**config.mk**
```make
export PLATFORM = sky130hd
export DESIGN_NAME = neuron_sequencer
export DESIGN_NICKNAME = d
export VERILOG_FILES = /design/src/rtl/neuron_sequencer.sv
export SDC_FILE = /design/constraint.sdc
export NUM_CORES = 1
export LEC_CHECK = 0
export BUFFER_PORTS_ARGS = -buffer_cell sky130_fd_sc_hd__buf_4
export CAP_MARGIN = 10
export CORE_ASPECT_RATIO = 0.6
export CORE_MARGIN = 2
export CORE_UTILIZATION = 33
export DETAILED_ROUTE_END_ITERATION = 16
export GPL_TIMING_DRIVEN = 0
export PLACE_DENSITY_LB_ADDON = 0.25
export SLEW_MARGIN = 40
export SYNTH_ARGS = -nofsm -noshare
export SYNTH_HDL_FRONTEND = slang
export SYNTH_SLANG_ARGS = --single-unit
```
**constraint.sdc**
```tcl
create_clock -name clk -period 1.24 [get_ports clk]
set_input_delay 0.372 -clock clk [delete_from_list [all_inputs] [get_ports clk]]
set_output_delay 0.372 -clock clk [all_outputs]
set_load 0.02 [all_outputs]
```
**src/rtl/neuron_sequencer.sv**
```systemverilog
// ---------------------------------------------------------------------------
// neuron_sequencer
//   Control stage in front of the sigmoid ALU. Each accepted start evaluates
//   one neuron. It fetches NUM_INPUTS/4 packed words from the input and weight
//   buffers and feeds them to the ALU four pairs at a time. It also drives the
//   ALU clear/accumulate strobes and captures the 5-bit sigmoid result.
//
// Ports
//   clk, n_rst            clock, synchronous active-low reset
//   start, bias_in        request a neuron evaluation, bias captured with it
//   rd_en, rd_addr        buffer read strobe / word address (data next cycle)
//   in_data, wt_data      4 unsigned inputs / 4 signed weights per word
//   input1..4, weight1..4 operand pairs to the ALU (zero when no data valid)
//   bias                  latched bias to the ALU
//   clear, accumulate     ALU accumulator control strobes
//   alu_out               sigmoid output from the ALU
//   result, result_valid  captured neuron output and its one-cycle pulse
//   busy                  high whenever not idle
// ---------------------------------------------------------------------------
module neuron_sequencer #(
    parameter int NUM_INPUTS = 64,
    parameter int ADDR_W     = 4
) (
    input  logic              clk,
    input  logic              n_rst,
    input  logic              start,
    input  logic [3:0]        bias_in,
    output logic              rd_en,
    output logic [ADDR_W-1:0] rd_addr,
    input  logic [15:0]       in_data,
    input  logic [15:0]       wt_data,
    output logic [3:0]        weight1,
    output logic [3:0]        weight2,
    output logic [3:0]        weight3,
    output logic [3:0]        weight4,
    output logic [3:0]        input1,
    output logic [3:0]        input2,
    output logic [3:0]        input3,
    output logic [3:0]        input4,
    output logic [3:0]        bias,
    output logic              accumulate,
    output logic              clear,
    input  logic [4:0]        alu_out,
    output logic [4:0]        result,
    output logic              result_valid,
    output logic              busy
);

    localparam int G = NUM_INPUTS / 4;
    localparam logic [ADDR_W-1:0] LAST_ADDR = ADDR_W'(G - 1);

    localparam logic [2:0] S_IDLE    = 3'd0;
    localparam logic [2:0] S_CLEAR   = 3'd1;
    localparam logic [2:0] S_STREAM  = 3'd2;
    localparam logic [2:0] S_DRAIN   = 3'd3;
    localparam logic [2:0] S_CAPTURE = 3'd4;

    logic [2:0]        state_q, state_d;
    logic [ADDR_W-1:0] grp_q, grp_d;
    logic              fetch_v_q, fetch_v_d;
    logic              acc_v_q, acc_v_d;
    logic [3:0]        bias_q, bias_d;
    logic [4:0]        result_q, result_d;
    logic              rv_q, rv_d;

    // Read strobes are issued only while walking the address range.
    assign rd_en   = (state_q == S_CLEAR) || (state_q == S_STREAM);
    assign rd_addr = grp_q;
    assign clear   = (state_q == S_CLEAR);
    assign busy    = (state_q != S_IDLE);

    // Buffer data arrives one cycle after rd_en, and the ALU adder adds one
    // more register stage, so accumulate trails rd_en by exactly two cycles.
    assign fetch_v_d  = rd_en;
    assign acc_v_d    = fetch_v_q;
    assign accumulate = acc_v_q;

    assign input1  = fetch_v_q ? in_data[3:0]   : 4'd0;
    assign input2  = fetch_v_q ? in_data[7:4]   : 4'd0;
    assign input3  = fetch_v_q ? in_data[11:8]  : 4'd0;
    assign input4  = fetch_v_q ? in_data[15:12] : 4'd0;
    assign weight1 = fetch_v_q ? wt_data[3:0]   : 4'd0;
    assign weight2 = fetch_v_q ? wt_data[7:4]   : 4'd0;
    assign weight3 = fetch_v_q ? wt_data[11:8]  : 4'd0;
    assign weight4 = fetch_v_q ? wt_data[15:12] : 4'd0;

    assign bias         = bias_q;
    assign result       = result_q;
    assign result_valid = rv_q;

    always_comb begin
        state_d  = state_q;
        grp_d    = grp_q;
        bias_d   = bias_q;
        result_d = result_q;
        rv_d     = 1'b0;
        case (state_q)
            S_IDLE: begin
                if (start) begin
                    bias_d  = bias_in;
                    state_d = S_CLEAR;
                end
            end
            S_CLEAR: begin
                // Address 0 goes out here; STREAM continues from address 1.
                if (G > 1) begin
                    grp_d   = ADDR_W'(1);
                    state_d = S_STREAM;
                end else begin
                    state_d = S_DRAIN;
                end
            end
            S_STREAM: begin
                if (grp_q == LAST_ADDR) begin
                    grp_d   = '0;
                    state_d = S_DRAIN;
                end else begin
                    grp_d = grp_q + ADDR_W'(1);
                end
            end
            S_DRAIN: begin
                // Leave once both pipeline stages will be empty next cycle,
                // so the last accumulate has landed before CAPTURE samples.
                if (!fetch_v_d && !acc_v_d) begin
                    state_d = S_CAPTURE;
                end
            end
            S_CAPTURE: begin
                result_d = alu_out;
                rv_d     = 1'b1;
                state_d  = S_IDLE;
            end
            default: begin
                state_d = S_IDLE;
                grp_d   = '0;
            end
        endcase
    end

    always_ff @(posedge clk) begin
        if (!n_rst) begin
            state_q   <= S_IDLE;
            grp_q     <= '0;
            fetch_v_q <= 1'b0;
            acc_v_q   <= 1'b0;
            bias_q    <= 4'd0;
            result_q  <= 5'd0;
            rv_q      <= 1'b0;
        end else begin
            state_q   <= state_d;
            grp_q     <= grp_d;
            fetch_v_q <= fetch_v_d;
            acc_v_q   <= acc_v_d;
            bias_q    <= bias_d;
            result_q  <= result_d;
            rv_q      <= rv_d;
        end
    end

endmodule

```
==> impl_metrics.yaml, run 1 <==
routing:
  wl_per_cell_um: 17.1
  route.detailed.drc: 0
  drtIter0Drc: 31
  postRouteAntennaNets: 0
  drt-total-wl_um: 4770
  first_pass_iters: 4
  vias_per_cell: 4.84
  vias: 1349
place:
  place.gp.congestion: 0.819
  placed_cell_area_um2: 1830
  post-dp-hpwl_um: 2920
  dpl_worst_slack_ns: -0.205
  placedCellCount: 257
  portBuffers: 93
global_routing:
  grt_max_degree: 11
  grtUsageTotal: 0.246
  grt-ovfl-total: 0
  antenna_found_initial: 0
  grt_pass1_vias: 1382
  grt_pass1_wl_um: 6710
synthesis:
  syn_avg_cell_area_um2: 8.63
  yosysSeqAreaShare: 0.361
  synthTopCellsByArea: "dfxtp_1 (36%), and2_1 (21%), mux2i_1 (8.6%)"
  synth_area_um2: 1050
  synth_compound_gate_area_share: 0.0630
  synth_xor_area_frac: 0.00832
  ys.warnings.count: 0
  synth_largest_area_cell: "dfxtp_1"
  synth_top_family_by_area: "simple AND/OR/NAND/NOR gates"
  synthMuxAreaShare: 0.0963
  syn_inst: 122
  yosysTopAreaCellShare: 0.361
  synth_simple_gate_area_frac: 0.413
  ys_types: 32
  yosys.area_share.adder: 0.0119
  synth_nets: 167
  synth_seq_cells: 19
floorplan:
  rows: 15
  start_util: 0.357
  dieArea_um2: 3670
  die_width_um: 76.9
  coreArea_um2: 2950
  die_h_um: 47.7
  ios: 94
timing:
  fin_skew_ns: 0.00388
  rsz0062_at_grt: "true"
  timing.fmax_mhz: 622
  hold_violations: 0
  slew_headroom: 0.694
  finalSetupViolCount: 46
  tightest_slew_ns: 0.459
  period_needed_ns: 1.61
  layout_setup_ws_ns: -0.368
  period_share: 1.30
  hold_slack_ns: 0.345
  drv_slew: 0
cells_and_area:
  fin_nets: 283
  fill_cells: 167
  drive_above_1_share: 0.734
  layout_commonest_cell: "buf_4"
  seqCellArea_um2: 403
  fin_cells: 279
  area_growth_syn_to_layout_pct: 128
  fin_area_um2: 2400
  multi_input_area_um2: 757
  layout_common_cells: "buf_4 (69), buf_6 (38), and2_4 (33)"
  antennaDiodeCount: 0
clocking:
  cts_max_path_buffers: 2
  root_buffer: "clkbuf_8"
  clock-sinks: 19
  cts_buffers: 3
  cts_max_level: 1
  cts_tree: "yes"
  insertion_delay_ns: 0.26
  cts_hold_buf: 0
  path_clk_slew_ns: 0.07
critical_path:
  cp-start-kind: "flop"
  crit_path_end_kind: "output pin"
  cp.required_ns: 0.87
  crit_type: "reg -> out"
  cp_max_fo: 4
  cp.arrival_ns: 1.24
power_and_ir_drop:
  p_sw_w: 0.000592
  p_int_w: 0.00135
  sw_frac_of_total: 0.305
  sequentialPowerShare: 0.343
  power_frac_comb: 0.429
  power_density_nw_per_um2: 808
  irDropWorstVdd_v: 0.000500
  power_frac_clock: 0.228
  p_leak_nw: 1.16
run_status:
  failed_checks: "negative setup slack"
  status: "complete, but fails checks"
job:
  cap_violations: 0
worst_hold_path:
  holdCritPathClass: "in -> reg"
==> synthesized netlist by cell type (all sizes together) <==
master  instances
a211oi          1
a21oi           4
a22oi           1
a31oi           2
and2           35
and2b           1
and3            1
and3b           1
and4bb          1
buf             4
clkbuf          4
dfxtp          19
ha              1
inv             2
mux2            1
mux2i           9
nand2           3
nand2b          2
nand3           3
nand4           1
nor2           13
nor2b           3
nor3            1
nor3b           1
nor4b           1
o21ai           1
o21bai          1
o22ai           1
or3             2
or4             1
xnor2           1
==> power groups by stage <==
| stage | clock [W] | combinational, W | sequential [W] |
|---|---|---|---|
| detailed placement | 0 | 0.000552 | 0.000679 |
| global route | 0.000458 | 0.000870 | 0.000668 |
| finish | 0.000443 | 0.000832 | 0.000666 |
| global placement | 0 | 0.000537 | 0.000677 |
| floorplan | 0 | 0.000265 | 0.000695 |
| CTS | 0.000448 | 0.000767 | 0.000659 |
==> worst max-delay path, stage by stage (launching register included) <==
cell,delay [ns]
dfxtp_4,0.35
buf_8,0.13
or3_4,0.36
buf_6,0.14
==> worst paths after layout <==
| path | startpoint | to | slack (ns) | cells after the start |
|---|---|---|---|---|
| setup / recovery | state_q[0] | busy | -0.37 | 3 |
| hold / removal | bias_in[1] | bias[1] | 0.35 | 3 |
| setup reg to reg | state_q[2] | bias[2] | -0.14 | 6 |
| hold reg to reg | bias[1] | bias[1] | 0.50 | 2 |
==> through the flow <==
stage	utilization	setup TNS, ns	power, W
after floorplan	-	-0.0698	0.000960
after global placement	0.622	-4.44	0.00121
after detailed placement	0.622	-6.16	0.00123
after CTS	0.778	-10.05	0.00187
after global routing	0.815	-10.80	0.00200
final	0.815	-9.76	0.00194
==> registers in the layout, summed over array words and instances, names as in the netlist <==
name / count
result: 5
bias: 4
rd_addr: 4
state_q: 3
acc_v_d: 1
accumulate: 1
result_valid: 1
==> routing by layer <==
| metal | GRT usage | part of all wire |
|---|---|---|
| met1 | 0.247 | 0.39 |
| met2 | 0.530 | 0.57 |
| met3 | 0.0509 | 0.032 |
| met4 | 0.0982 | 0.012 |
| met5 | 0 | 0 |
==> what timing repair did <==
action	in CTS	in global routing
cloned	3	1
buffers inserted	10	6
pin swaps	4	7
resized for setup	91	21
endpoints found under the hold margin	0	0
setup endpoints to repair	47	48
==> cell families after synthesis <==
logic type,count (synthesis)
compound gates,11
xor+xnor,1
fa+ha+maj,1
buf+inv,10
flops,19
mux,10
simple gates,70
==> area by class of cell <==
| class | count | share of cell area |
|---|---|---|
| multi-input combinational | 93 | 0.315 |
| inverter | 2 | 0.00417 |
| timing repair buffer | 112 | 0.435 |
| sequential | 19 | 0.168 |
| buffer | 7 | 0.0375 |
| tap | 42 | 0.0219 |
| clock buffer | 4 | 0.0188 |
Power figures use the tool's default switching activity.
==> inputs of run 2 (changes only) <==
BUFFER_PORTS_ARGS = not set   (was -buffer_cell sky130_fd_sc_hd__buf_4)
CELL_PAD_IN_SITES_DETAIL_PLACEMENT = 1   (was not set)
CELL_PAD_IN_SITES_GLOBAL_PLACEMENT = 1   (was not set)
CORE_UTILIZATION = 36   (was 33)
DONT_BUFFER_PORTS = 1   (was not set)
==> run 2 against run 1 <==
  * Design area shrank 36%
  * Setup slack improved by 0.11 ns
  * The run still ends with negative setup slack left
  * Hold slack lost 0.11 ns
  * Die area is 7.8% lower
  * Routed wire length shrank 31%
  * Highest routed layer unchanged
  * Non-clock buffer count is 96 lower
  * Register-to-register slack gained 0.02 ns
  * Largest power group is now sequential cells
  * Critical path depth decreased by 1
  * Combinational power fell by 43%
  * First-iteration DRC count down 9.7%
  * Total power fell by 18%
==> impl_metrics.yaml, run 2 (synthesis gave the netlist of run 1 again) <==
critical_path:
  crit_type: "reg -> out"
  cp-start-kind: "flop"
  cp.arrival_ns: 1.13
  cp_max_fo: 4
  rrSetupSlack_ns: -0.12
  cp.required_ns: 0.87
  crit_path_end_kind: "output pin"
timing:
  finalSetupViolCount: 39
  slew_headroom: 0.702
  timing.fmax_mhz: 666
  layout_setup_ws_ns: -0.261
  period_needed_ns: 1.50
  fin_skew_ns: 0.00468
  tightest_slew_ns: 0.446
  rsz0062_at_grt: "true"
  drv_slew: 0
  hold_violations: 0
  period_share: 1.21
global_routing:
  grt_pass1_vias: 902
  grt_max_degree: 11
  grtUsageTotal: 0.202
  grt_pass1_wl_um: 5000
  grt-ovfl-total: 0
  antenna_found_initial: 0
cells_and_area:
  drive_above_1_share: 0.603
  final_util: 0.545
  fin_area_um2: 1550
  largest_reg_flops: 5
  fin_nets: 187
  layout_common_cells: "and2_4 (33), nor2_1 (11), dfxtp_1 (11)"
  area_growth_syn_to_layout_pct: 46.8
  layout_commonest_cell: "and2_4"
  antennaDiodeCount: 0
place:
  placed_cell_area_um2: 1130
  place.gp.congestion: 0.783
  dpl_worst_slack_ns: -0.165
  portBuffers: 0
  post-dp-hpwl_um: 2160
clocking:
  cts_max_path_buffers: 2
  root_buffer: "clkbuf_8"
  cts_max_level: 1
  cts_buffers: 3
  clock-sinks: 19
  path_clk_slew_ns: 0.07
  insertion_delay_ns: 0.25
  cts_hold_buf: 0
  cts_tree: "yes"
routing:
  vias_per_cell: 5.03
  postRouteAntennaNets: 0
  drtIter0Drc: 28
  drt-total-wl_um: 3280
  wl_per_cell_um: 17.9
  first_pass_iters: 4
  vias: 920
  route.detailed.drc: 0
floorplan:
  coreArea_um2: 2830
  die_h_um: 45.9
  die_width_um: 73.8
  start_util: 0.371
  rows: 15
  dieArea_um2: 3390
  ios: 94
run_status:
  failed_checks: "negative setup slack"
  status: "complete, but fails checks"
power_and_ir_drop:
  irDropWorstVdd_v: 0.000464
  p_leak_nw: 0.624
  power_density_nw_per_um2: 1030
worst_hold_path:
  holdCritPathClass: "in -> reg"
job:
  cap_violations: 0
run 2: stage by stage:
stage	total power [W]	std cells	TNS, ns	hold slack [ns]
floorplan	0.000960	122	-0.0698	0.494
global placement	0.000997	164	-3.98	0.496
detailed placement	0.00101	164	-5.44	0.504
CTS	0.00157	184	-5.20	0.238
global route	0.00167	183	-7.15	0.237
finish	0.00159	183	-5.29	0.239
run 2: critical path: stages (launching register included):
cell,delay (ns)
dfxtp_4,0.35
buf_6,0.12
or3_4,0.40
run 2: cell type report:
| class | instances | area [um2] |
|---|---|---|
| Fill cell | 318 | 1290 |
| Multi-Input combinational cell | 93 | 788 |
| Sequential cell | 19 | 408 |
| Timing Repair Buffer | 17 | 173 |
| Buffer | 6 | 71.3 |
| Tap cell | 42 | 52.6 |
| Clock buffer | 4 | 45.0 |
| Inverter | 2 | 7.51 |
run 2: per-layer routing:
layer / wire (um) / part of all wire / vias to the layer above / track usage
met5: 0 / 0 / - / 0
met2: 1610 / 0.49 / 27 / 0.314
met3: 191 / 0.058 / 2 / 0.0730
met1: 1460 / 0.45 / 445 / 0.274
li1: - / - / 446 / -
met4: 12 / 0.0037 / 0 / 0.0364
run 2: power breakdown:
part | internal [W] | switching [W] | leakage [nW]
logic | 0.000234 | 0.000237 | 0.441
registers | 0.000633 | 0.0000592 | 0.160
clock network | 0.000228 | 0.000196 | 0.0228
total | 0.00109 | 0.000493 | 0.624
run 2: repair_timing:
item	4_1_cts	5_1_grt
gates cloned	3	0
pin swaps	11	11
setup buffers	14	2
gates resized for setup	97	22
endpoints found under the setup margin	47	48
run 2: worst paths after layout:
kind / start / endpoint / depth (start not counted)
min reg2reg: rd_addr[2] / rd_addr[2] / 2
max: state_q[0] / busy / 2
max reg2reg: state_q[2] / bias[0] / 5
min: n_rst / result_valid / 1
==> inputs of run 3 (changes only) <==
--- a/config.mk
+++ b/config.mk
@@ -12,4 +12,5 @@
 export CORE_MARGIN = 2
 export CORE_UTILIZATION = 36
+export CTS_CLUSTER_DIAMETER = 100
 export DETAILED_ROUTE_END_ITERATION = 16
 export DONT_BUFFER_PORTS = 1
==> constraint.sdc (replaced) <==
create_clock -name clk -period 1.24 [get_ports clk]
set_input_delay 0.124 -clock clk [delete_from_list [all_inputs] [get_ports clk]]
set_output_delay 0.124 -clock clk [all_outputs]
set_load 0.02 [all_outputs]
==> run 3 against run 2 <==
  * The run still ends with negative setup slack left
  * Combinational power down 18%
  * Clock skew about the same
  * Routed wire length fell by 6.6%
  * Hold slack got worse by 0.22 ns
  * Sequential share of layout area is 2.5 points higher
  * Non-clock buffer count fell by 6
  * Via count shrank 1.4%
  * Critical path type unchanged
  * Largest power group unchanged
  * Largest cell class unchanged
  * Register-to-register slack improved by 0.09 ns
  * Sequential power hardly changed
==> impl_metrics.yaml, run 3 (synthesis gave the netlist of run 1 again) <==
clocking:
  insertion_delay_ns: 0.25
  path_clk_slew_ns: 0.07
  cts_max_level: 1
  cts_buffers: 3
  cts_tree: "yes"
  cts_max_path_buffers: 2
  clock-sinks: 19
  root_buffer: "clkbuf_8"
place:
  placed_cell_area_um2: 1110
  portBuffers: 0
  place.gp.congestion: 0.816
  placedCellCount: 164
  dpl_worst_slack_ns: -0.0933
  post-dp-hpwl_um: 2240
routing:
  vias: 907
  first_pass_iters: 4
  vias_per_cell: 5.12
  drtIter0Drc: 12
  wl_per_cell_um: 17.3
  postRouteAntennaNets: 0
  drt-total-wl_um: 3060
  route.detailed.drc: 0
floorplan:
  ios: 94
  coreArea_um2: 2830
  die_h_um: 45.9
  rows: 15
  start_util: 0.371
  dieArea_um2: 3390
  die_width_um: 73.8
cells_and_area:
  antennaDiodeCount: 0
  area_growth_syn_to_layout_pct: 34.0
  layout_common_cells: "and2_2 (30), nor2_1 (12), dfxtp_1 (11)"
  final_util: 0.498
  fin_nets: 181
  layout_commonest_cell: "and2_2"
  fin_cells: 177
  largest_reg_flops: 5
  drive_above_1_share: 0.526
  fill_cells: 310
  fin_area_um2: 1410
timing:
  hold_slack_ns: 0.0172
  tightest_slew_ns: 0.413
  layout_setup_ws_ns: -0.0764
  drv_slew: 0
  hold_violations: 0
  period_needed_ns: 1.32
  fin_skew_ns: 0.00477
  slew_headroom: 0.725
  finalSetupViolCount: 3
  period_share: 1.06
  rsz0062_at_grt: "true"
  timing.fmax_mhz: 760
worst_hold_path:
  min_path_cells: 2
  holdCritPathClass: "in -> reg"
critical_path:
  cp_top_family: "simple AND/OR/NAND/NOR gates"
  rr_worst_depth: 4
  crit_path_end_kind: "output pin"
  cp.required_ns: 1.12
  cp-start-kind: "flop"
  max_stage_delay_ns: 0.42
  cp_num_buf_inv: 1
  critPathSlowestCell: "or3_4"
  crit_type: "reg -> out"
  cp_max_fo: 8
  path_depth: 2
  cp.arrival_ns: 1.19
  path_cells: "buf_8, or3_4"
power_and_ir_drop:
  irDropWorstVdd_v: 0.000538
  p_leak_nw: 0.556
  power_density_nw_per_um2: 1070
run_status:
  failed_checks: "negative setup slack"
  status: "complete, but fails checks"
global_routing:
  antenna_found_initial: 0
  grt_max_degree: 11
  grtUsageTotal: 0.172
  grt_pass1_vias: 801
  grt-ovfl-total: 0
  grt_pass1_wl_um: 4340
job:
  cap_violations: 0
[run 3: layout make-up]
cell class              instances  area (um2)  area share
flip-flops and latches         19         408       0.289
inverters                       2        7.51     0.00532
clock buffers                   4        45.0      0.0319
plain buffers                   6        56.3      0.0399
well taps                      42        52.6      0.0373
repair buffers                 11         100      0.0710
multi-input cells              93         741       0.525
[run 3: path summary, 6_finish.rpt]
check,from,to,slack (ns)
worst max-delay path,state_q[0],busy,-0.08
worst min-delay path,n_rst,rd_addr[0],0.02
worst max register to register,state_q[1],rd_addr[3],-0.03
worst min register to register,acc_v_d,accumulate,0.54
[run 3: where the power goes]
part | internal [W] | switching (W)
registers | 0.000633 | 0.0000597
clock network | 0.000228 | 0.000201
logic | 0.000170 | 0.000217
total | 0.00103 | 0.000478
[run 3: repair_timing]
action,in CTS,in global routing
setup endpoints to repair,46,44
hold buffers,1,0
resized for setup,59,19
setup buffers,6,4
hold endpoints to repair,2,0
pin swaps,5,9
[run 3: worst reg2reg max path: cells and delay by family (launching register included)]
family | cells | cell delay, ns
AO/OA/AOI/OAI | 1 | 0.16
buffers and inverters | 1 | 0.11
flip-flops | 1 | 0.40
AND/OR/NAND/NOR | 2 | 0.52
[run 3: per-layer routing]
metal | up-vias | GRT usage | wire [um]
met4 | 0 | 0.0109 | 0
met3 | 0 | 0.0553 | 191
met5 | - | 0 | 0
li1 | 436 | - | -
met1 | 427 | 0.221 | 1360
met2 | 44 | 0.300 | 1500
[run 3: per-stage QoR]
step	total power, W	setup TNS (ns)
2_1_floorplan	0.000943	0
3_3_place_gp	0.000981	-0.576
3_5_place_dp	0.000988	-0.881
4_1_cts	0.00149	-0.236
5_1_grt	0.00159	-0.395
6_report	0.00151	-0.107
